`src/rtl/debug_frame_serializer.sv`:
```
// debug_frame_serializer
//   Captures a snapshot of NUM_WORDS 32-bit pipeline words on a start request
//   and streams it into the UART TX FIFO as a framed byte sequence:
//   header, word count, payload (word 0 first, each word little-endian), and
//   an 8-bit checksum (mod-256 sum of count and payload bytes).
//
// Ports
//   clock             in   system clock, rising edge
//   reset             in   synchronous, active-high reset
//   start             in   capture snapshot and send one frame (ignored unless idle)
//   snapshot          in   NUM_WORDS*32 packed words, word k at [32k+31:32k]
//   fifoFull          in   TX FIFO cannot accept a byte this cycle
//   dataToUartOutFifo out  byte presented to the FIFO (registered, held while stalled)
//   writeFifoFlag     out  write strobe (combinational: emitting state and not full)
//   busy              out  frame in progress (registered)
//   done              out  one-cycle pulse after the checksum byte is written
module debug_frame_serializer #(
    parameter int unsigned NUM_WORDS   = 16,
    parameter logic [7:0]  HEADER_BYTE = 8'hA5
) (
    input  logic                    clock,
    input  logic                    reset,
    input  logic                    start,
    input  logic [NUM_WORDS*32-1:0] snapshot,
    input  logic                    fifoFull,
    output logic [7:0]              dataToUartOutFifo,
    output logic                    writeFifoFlag,
    output logic                    busy,
    output logic                    done
);

    localparam int unsigned SNAP_W    = NUM_WORDS * 32;
    localparam int unsigned NUM_BYTES = NUM_WORDS * 4;
    localparam int unsigned WIDX_W    = 8;
    localparam int unsigned BIDX_W    = 2;
    localparam int unsigned PIDX_W    = WIDX_W + BIDX_W;

    localparam logic [7:0]        COUNT_BYTE = 8'(NUM_WORDS);
    localparam logic [WIDX_W-1:0] LAST_WORD  = WIDX_W'(NUM_WORDS - 1);
    localparam logic [BIDX_W-1:0] LAST_BYTE  = BIDX_W'(3);

    typedef enum logic [2:0] {
        ST_IDLE,
        ST_HDR,
        ST_CNT,
        ST_PAY,
        ST_CHK,
        ST_DONE
    } state_e;

    state_e              state_q, state_d;
    logic [SNAP_W-1:0]   snap_q, snap_d;
    logic [WIDX_W-1:0]   word_q, word_d;
    logic [BIDX_W-1:0]   byte_q, byte_d;
    logic [7:0]          chk_q, chk_d;
    logic [7:0]          data_q, data_d;
    logic                busy_q, busy_d;
    logic                done_q, done_d;

    logic                emit;
    logic                accept;
    logic [7:0]          pay_byte;

    // A byte transfers whenever an emitting state meets a non-full FIFO
    assign emit   = (state_q == ST_HDR) || (state_q == ST_CNT) ||
                    (state_q == ST_PAY) || (state_q == ST_CHK);
    assign accept = emit && !fifoFull;

    // State and datapath registers
    always_ff @(posedge clock) begin
        if (reset) begin
            state_q <= ST_IDLE;
            snap_q  <= '0;
            word_q  <= '0;
            byte_q  <= '0;
            chk_q   <= '0;
            data_q  <= '0;
            busy_q  <= 1'b0;
            done_q  <= 1'b0;
        end else begin
            state_q <= state_d;
            snap_q  <= snap_d;
            word_q  <= word_d;
            byte_q  <= byte_d;
            chk_q   <= chk_d;
            data_q  <= data_d;
            busy_q  <= busy_d;
            done_q  <= done_d;
        end
    end

    // Next-state logic; emitting states advance only on an accepted write
    always_comb begin
        state_d = state_q;
        case (state_q)
            ST_IDLE: if (start)  state_d = ST_HDR;
            ST_HDR:  if (accept) state_d = ST_CNT;
            ST_CNT:  if (accept) state_d = ST_PAY;
            ST_PAY:  if (accept && (word_q == LAST_WORD) && (byte_q == LAST_BYTE))
                         state_d = ST_CHK;
            ST_CHK:  if (accept) state_d = ST_DONE;
            ST_DONE: state_d = ST_IDLE;
            default: state_d = ST_IDLE;
        endcase
    end

    // Datapath and output logic; the output byte is precomputed for the
    // state being entered so it is valid on the first strobe cycle
    always_comb begin
        snap_d        = snap_q;
        word_d        = word_q;
        byte_d        = byte_q;
        chk_d         = chk_q;
        writeFifoFlag = accept;

        if ((state_q == ST_IDLE) && start) begin
            snap_d = snapshot;
            word_d = '0;
            byte_d = '0;
            chk_d  = '0;
        end

        if (accept && (state_q == ST_CNT)) begin
            chk_d = chk_q + COUNT_BYTE;
        end

        // data_q holds the payload byte being written, so it feeds the sum
        if (accept && (state_q == ST_PAY)) begin
            chk_d  = chk_q + data_q;
            byte_d = byte_q + BIDX_W'(1);
            if (byte_q == LAST_BYTE) begin
                word_d = word_q + WIDX_W'(1);
            end
        end

        // Payload byte at the next index; {word,byte} is the flat byte number
        pay_byte = '0;
        for (int unsigned k = 0; k < NUM_BYTES; k++) begin
            if ({word_d, byte_d} == PIDX_W'(k)) begin
                pay_byte = snap_q[k*8 +: 8];
            end
        end

        case (state_d)
            ST_HDR:  data_d = HEADER_BYTE;
            ST_CNT:  data_d = COUNT_BYTE;
            ST_PAY:  data_d = pay_byte;
            ST_CHK:  data_d = chk_d;
            default: data_d = 8'h00;
        endcase

        busy_d = (state_d == ST_HDR) || (state_d == ST_CNT) ||
                 (state_d == ST_PAY) || (state_d == ST_CHK);
        done_d = (state_d == ST_DONE);
    end

    assign dataToUartOutFifo = data_q;
    assign busy              = busy_q;
    assign done              = done_q;

endmodule

```
`config.mk`:
```
export PLATFORM = sky130hd
export DESIGN_NAME = debug_frame_serializer
export DESIGN_NICKNAME = d
export VERILOG_FILES = /design/src/rtl/debug_frame_serializer.sv
export SDC_FILE = /design/constraint.sdc
export NUM_CORES = 2
export LEC_CHECK = 0
export ABC_CLOCK_PERIOD_IN_PS = 3100
export BUFFER_PORTS_ARGS = -buffer_cell sky130_fd_sc_hd__buf_2
export CAP_MARGIN = 20
export CORE_MARGIN = 4
export CORE_UTILIZATION = 35
export DETAILED_ROUTE_END_ITERATION = 16
export MAX_ROUTING_LAYER = met4
export PLACE_DENSITY = 0.69
export SETUP_SLACK_MARGIN = 0.2
export SYNTH_ARGS = -nofsm -noshare
export SYNTH_HDL_FRONTEND = slang
export SYNTH_SLANG_ARGS = --single-unit
export TNS_END_PERCENT = 100
```
`constraint.sdc`:
```
create_clock -name clock -period 3.1 [get_ports clock]
set_input_delay 0.465 -clock clock [delete_from_list [all_inputs] [get_ports clock]]
set_output_delay 0.465 -clock clock [all_outputs]
set_load 0.005 [all_outputs]
```
# Yosys cells after proc, flatten, opt, wreduce, memory -nomap -nowiden
# Index checks and enable logic that the tools add are counted.
# word_totals
register_bits	543
inputBits	516
# classes
addsub	4
n_eq_ne	74
mux	79
reduce_logical	15
# ops
operator	n
$mux 8	70
$eq 10x6->1 const B	32
$eq 10x5->1 const B	16
$eq 10x4->1 const B	8
$eq 10x3->1 const B	4
$pmux 8 s4	1
$eq 10x2->1 const B	2
$mux 3	5
$pmux 3 s5	1
$eq 3x2->1 const B	4
$eq 10x1->1 const B	1
$logic_not 10->1	1
$eq 3x3->1 const B	3
$add 8x1->8 const B	1
$add 8x5->8 const B	1
$add 8x8->8	1
$eq 8x4->1 const B	1
$eq 3x1->1 const B	2
$logic_and 1x1->1	6
$logic_or 1x1->1	6
$mux 2	2
$logic_not 3->1	1
$add 2x1->2 const B	1
$eq 2x2->1 const B	1
$logic_not 1->1	1

# Longest topological paths before layout
# logic_depth
ltp_word	73
mapped_depth	16
mapped_depth_nobuf	12

# Worst setup path before layout
# No wires, ideal clock.
# synth_timing
path_type	input port to flip-flop
start	input fifoFull
end	register data_q[6], in the netlist dataToUartOutFifo[6]
setup_ns	0.116
arrival_time_ns	2.929
required_ns	2.984
slack_ns	0.055
cell_stages	13
n_path_buf	4
cell_sequence	nor4bb_1 -> buf_2 -> buf_6 -> buf_6 -> o211ai_1 -> a221o_1 -> and4_4 -> buf_2 -> a31oi_1 -> and3_1 -> a211oi_1 -> o41a_1 -> o211a_1
# synth_between
elab_chain_cells	70
# synth_lines
element	line	source
start: declaration	25	input logic fifoFull,
$logic_not 1->1 *	67	assign accept = emit && !fifoFull;
$logic_and 1x1->1 *	67	
$logic_and 1x1->1	128	if (accept && (state_q == ST_PAY)) begin
$mux 2 / $mux 8 (equally long branches)	128	
$logic_not 10->1	139	if ({word_d, byte_d} == PIDX_W'(k)) begin
$mux 8 (64 in a row)	139	
$pmux 8 s4 *	144	case (state_d)
end signal: assignment	86	data_q <= data_d;
end: declaration	56	logic [7:0] data_q, data_d;
# Mark *: on every way between the ends. The rest lies on a longest branch, timed or not.
# A chain may end at the register's enable or synchronous reset.

# Worst setup path after layout
# layout_timing
start	register state_q[1]
end	register data_q[0], in the netlist dataToUartOutFifo[0]
# layout_between
elab_chain_cells	73
# layout_lines
element	line	source
start: declaration	51	state_e state_q, state_d;
start signal: assignment	81	state_q <= state_d;
$eq 3x1->1 / $eq 3x2->1 (equally long branches)	65, 95, 123	
$logic_or 1x1->1 (2 in a row)	65	assign emit = (state_q == ST_HDR) || (state_q == ST_CNT) ||
$logic_or 1x1->1	66	(state_q == ST_PAY) || (state_q == ST_CHK);
$logic_and 1x1->1	67	
$logic_and 1x1->1	128	
$mux 2 / $mux 8 (equally long branches)	128	
$logic_not 10->1	139	
$mux 8 (64 in a row)	139	
$pmux 8 s4 *	144	
# Marked as above.

==> flow_metrics.tcl <==
set metrics [dict create \
    syn_area_sq_um 25100 \
    regArea_sq_um 10900 \
    place_ws_ns -1.03 \
    finalSetupViolCount 8 \
    worst_path_largest_cell_delay_ns 0.59 \
    grt_pass1_vias 27000 \
    cts_root_buf "clkbuf_16" \
    p_comb_share_pct 12.5 \
    slowest_stage "or4b_4" \
    fin_nets 4697 \
    first_pass_iters 7 \
    area.growth.synth_to_final_pct 39.2 \
    fin_crit_ns 3.33 \
    dieArea_sq_um 76000 \
    yosysMostFrequentCell "nand2_1" \
    slew_viol_final 0 \
    cts_tree "yes" \
    cp_common_cell "buf_12" \
    async_flop_share_pct 0 \
    grt_pass1_wl_microns 176000 \
    multiInputGateArea_sq_um 13900 \
    r2r_slack_ns -0.23 \
    max_slew.worst_pin.slew_ns 1.06 \
    power.total_mw 17.5 \
    hp-class "in2reg" \
    intPower_mw 12.5 \
    fillers 6924 \
    cts_sinks 543 \
    pwr-share-clk_pct 42.1 \
    placedCellCount 5002 \
    ys_warn_count 0 \
    diodes 0 \
    synth_area_leader_cell "dfxtp_1" \
    core_area_sq_um 70500 \
    cts_max_path_buffers 3 \
    ys_seq_area_share_pct 43.3 \
    hold_violations 0 \
    netlist_instances 3383 \
    placementRows 97 \
    grt_max_degree 218 \
    startpoint_type "register" \
    cp.required_ns 3.67 \
    cts_made_buffers 58 \
    syn_area_per_cell_sq_um 7.42 \
    die_x_microns 276 \
    antenna_found_initial 0 \
    htreeDepth 2 \
    drtIter0Drc 3641 \
    setup_ws_ns -0.235 \
    path_max_fanout 14 \
    synth_edf_count 0 \
    antenna_left 0 \
    p_sw_mw 5.01 \
    ir_drop_mv 0.421 \
    synth_seq_cells 543 \
    setup_tns_ns -1.27 \
    fin_cells 5159 \
    globalplace.congestion 1.04 \
    netlist_top_cells_area "dfxtp_1, nand2_1, a21oi_1" \
    drc 0 \
    outcome "finished with violations" \
    layout-drive-gt1-share_pct 30.4 \
    ys_types 102 \
    power.share.sequential_pct 45.4 \
    ys_top_cells_by_count "nand2_1, a21oi_1, dfxtp_1" \
    worstPathArrival_ns 3.91 \
    fp.dieH_microns 276 \
    overflow 0 \
    synthFlopType "dfxtp_1" \
    wl_per_cell_microns 24.3 \
    power_density_nw_per_um2 501 \
    clkTransAtPathRegs_ns 0.07 \
    portBuffers 526 \
    initial_core_util_pct 35.6 \
    p_leak_nw 14.5 \
    synthesis.nets 3910 \
    finalCritPeriodShare_pct 108 \
    io_pins 527 \
    grtUsageTotal_pct 31.9 \
    violations "setup timing" \
    synth.top_cell.area_share_pct 43.3 \
    crit_path_cell_trace "or4b_4 -> buf_12 -> buf_12 -> nand3_4 -> nand2_4 -> buf_12 -> a222oi_1 -> o21ai_1 -> o21ai_2 -> a31oi_1 -> buf_4 -> or3_4 -> a31oi_4 -> o21ai_1" \
    final_area_sq_um 34900 \
    clk_latency_ns 0.68 \
    dpl.hpwl_microns 96700 \
    cp-end-kind "register" \
    num_vias 29200 \
    vias_per_cell 5.66 \
    drt-total-wl_microns 125000 \
    slew_headroom_pct 29.3 \
    fmax_mhz 300 \
    cap_violations 0 \
    swShare_pct 28.6 \
    finClkSkew_ns 0.0859 \
    worstSetupPathType "reg2reg" \
    placed_area_sq_um 31500 \
    rsz0062_at_grt "true" \
]
==> registers in the layout, indices dropped and copies added, names as in the netlist <==
register	cells
state_q	3
snap_q	512
chk_q	8
word_q	8
busy	1
byte_q	2
dataToUartOutFifo	8
done	1
==> power by group through the flow <==
stage | clock, mW | combinational, mW | sequential [mW]
after floorplan | 0 | 1.21 | 7.81
after global placement | 0 | 2.07 | 8.05
after detailed placement | 0 | 2.09 | 8.05
after CTS | 7.44 | 2.15 | 7.91
after global routing | 7.71 | 2.40 | 7.95
final | 7.37 | 2.19 | 7.94
==> worst max-delay path, delay by kind of cell (launching register included) <==
family	cells	cell delay, ns
and+or+nand+nor	4	1.21
AOI/OAI and AO/OA	6	1.11
DFF	1	0.35
buffers and inverters	4	0.62
==> worst paths after layout <==
check	startpoint	end	cells past startpoint
max reg2reg	state_q[1]	dataToUartOutFifo[0]	14
max	state_q[1]	dataToUartOutFifo[0]	14
min	snapshot[443]	snap_q[443]	3
min reg2reg	snap_q[159]	snap_q[159]	2
==> kinds of logic (layout without fill, tap and decap cells) <==
| group | after synthesis | count (layout) | synth area share [%] |
|---|---|---|---|
| compound gates | 1120 | 1120 | 27.8 |
| fa+ha+maj | 11 | 11 | 0.578 |
| mux | 8 | 8 | 0.349 |
| flops | 543 | 543 | 43.3 |
| buf+inv | 298 | 1134 | 4.90 |
| simple gates | 1392 | 1392 | 22.7 |
| xor+xnor | 11 | 11 | 0.384 |
==> cell usage in the layout, fill, tap and decap left out, types with 10 or more instances in the layout <==
master,instances
a211oi_1,10
a21o_1,11
a21oi_1,581
a21oi_2,13
a221o_1,23
a221oi_1,28
a221oi_2,12
a222oi_1,25
a22o_1,11
a22oi_1,43
a22oi_2,16
a31oi_1,24
and3_1,12
buf_12,38
buf_2,525
buf_4,414
buf_6,31
clkbuf_1,10
clkbuf_16,58
clkbuf_8,11
dfxtp_1,539
nand2_1,1116
nand3_1,19
nand4_1,10
nor2_1,103
nor2b_1,12
nor3_1,26
o211ai_1,12
o21ai_0,79
o21ai_1,19
o221ai_1,22
o22ai_1,59
==> metrics by stage <==
| step | utilization [%] | hold WS (ns) |
|---|---|---|
| floorplan | - | 0.431 |
| global placement | 44.7 | 0.440 |
| detailed placement | 44.7 | 0.447 |
| CTS | 48.9 | 0.000369 |
| global route | 49.5 | 0.0142 |
| finish | 49.5 | 0.0215 |
==> final cells by class <==
cell class / instances / area share, %
clock buffer: 79 / 4.70
clock inverter: 30 / 1.14
inverter: 10 / 0.108
multi-input combinational: 2542 / 39.7
sequential: 543 / 31.2
tap: 940 / 3.37
timing repair buffer: 1015 / 19.8
==> layer usage <==
metal | global-route usage (%) | up-vias | share of wire, %
met4 | 9.97 | 0 | 3.3
met3 | 4.89 | 213 | 9.0
li1 | - | 13400 | -
met5 | - | - | 0
met2 | 49.0 | 1501 | 45
met1 | 43.3 | 14000 | 42
==> timing repair <==
action	CTS	global route
hold buffers	5	0
setup endpoints to repair	105	59
buffers inserted	21	22
endpoints found under the hold margin	5	0
gates cloned	0	0
gates resized for setup	154	57
pin swaps	53	43
Note: power is estimated with default switching activity, not from simulation.
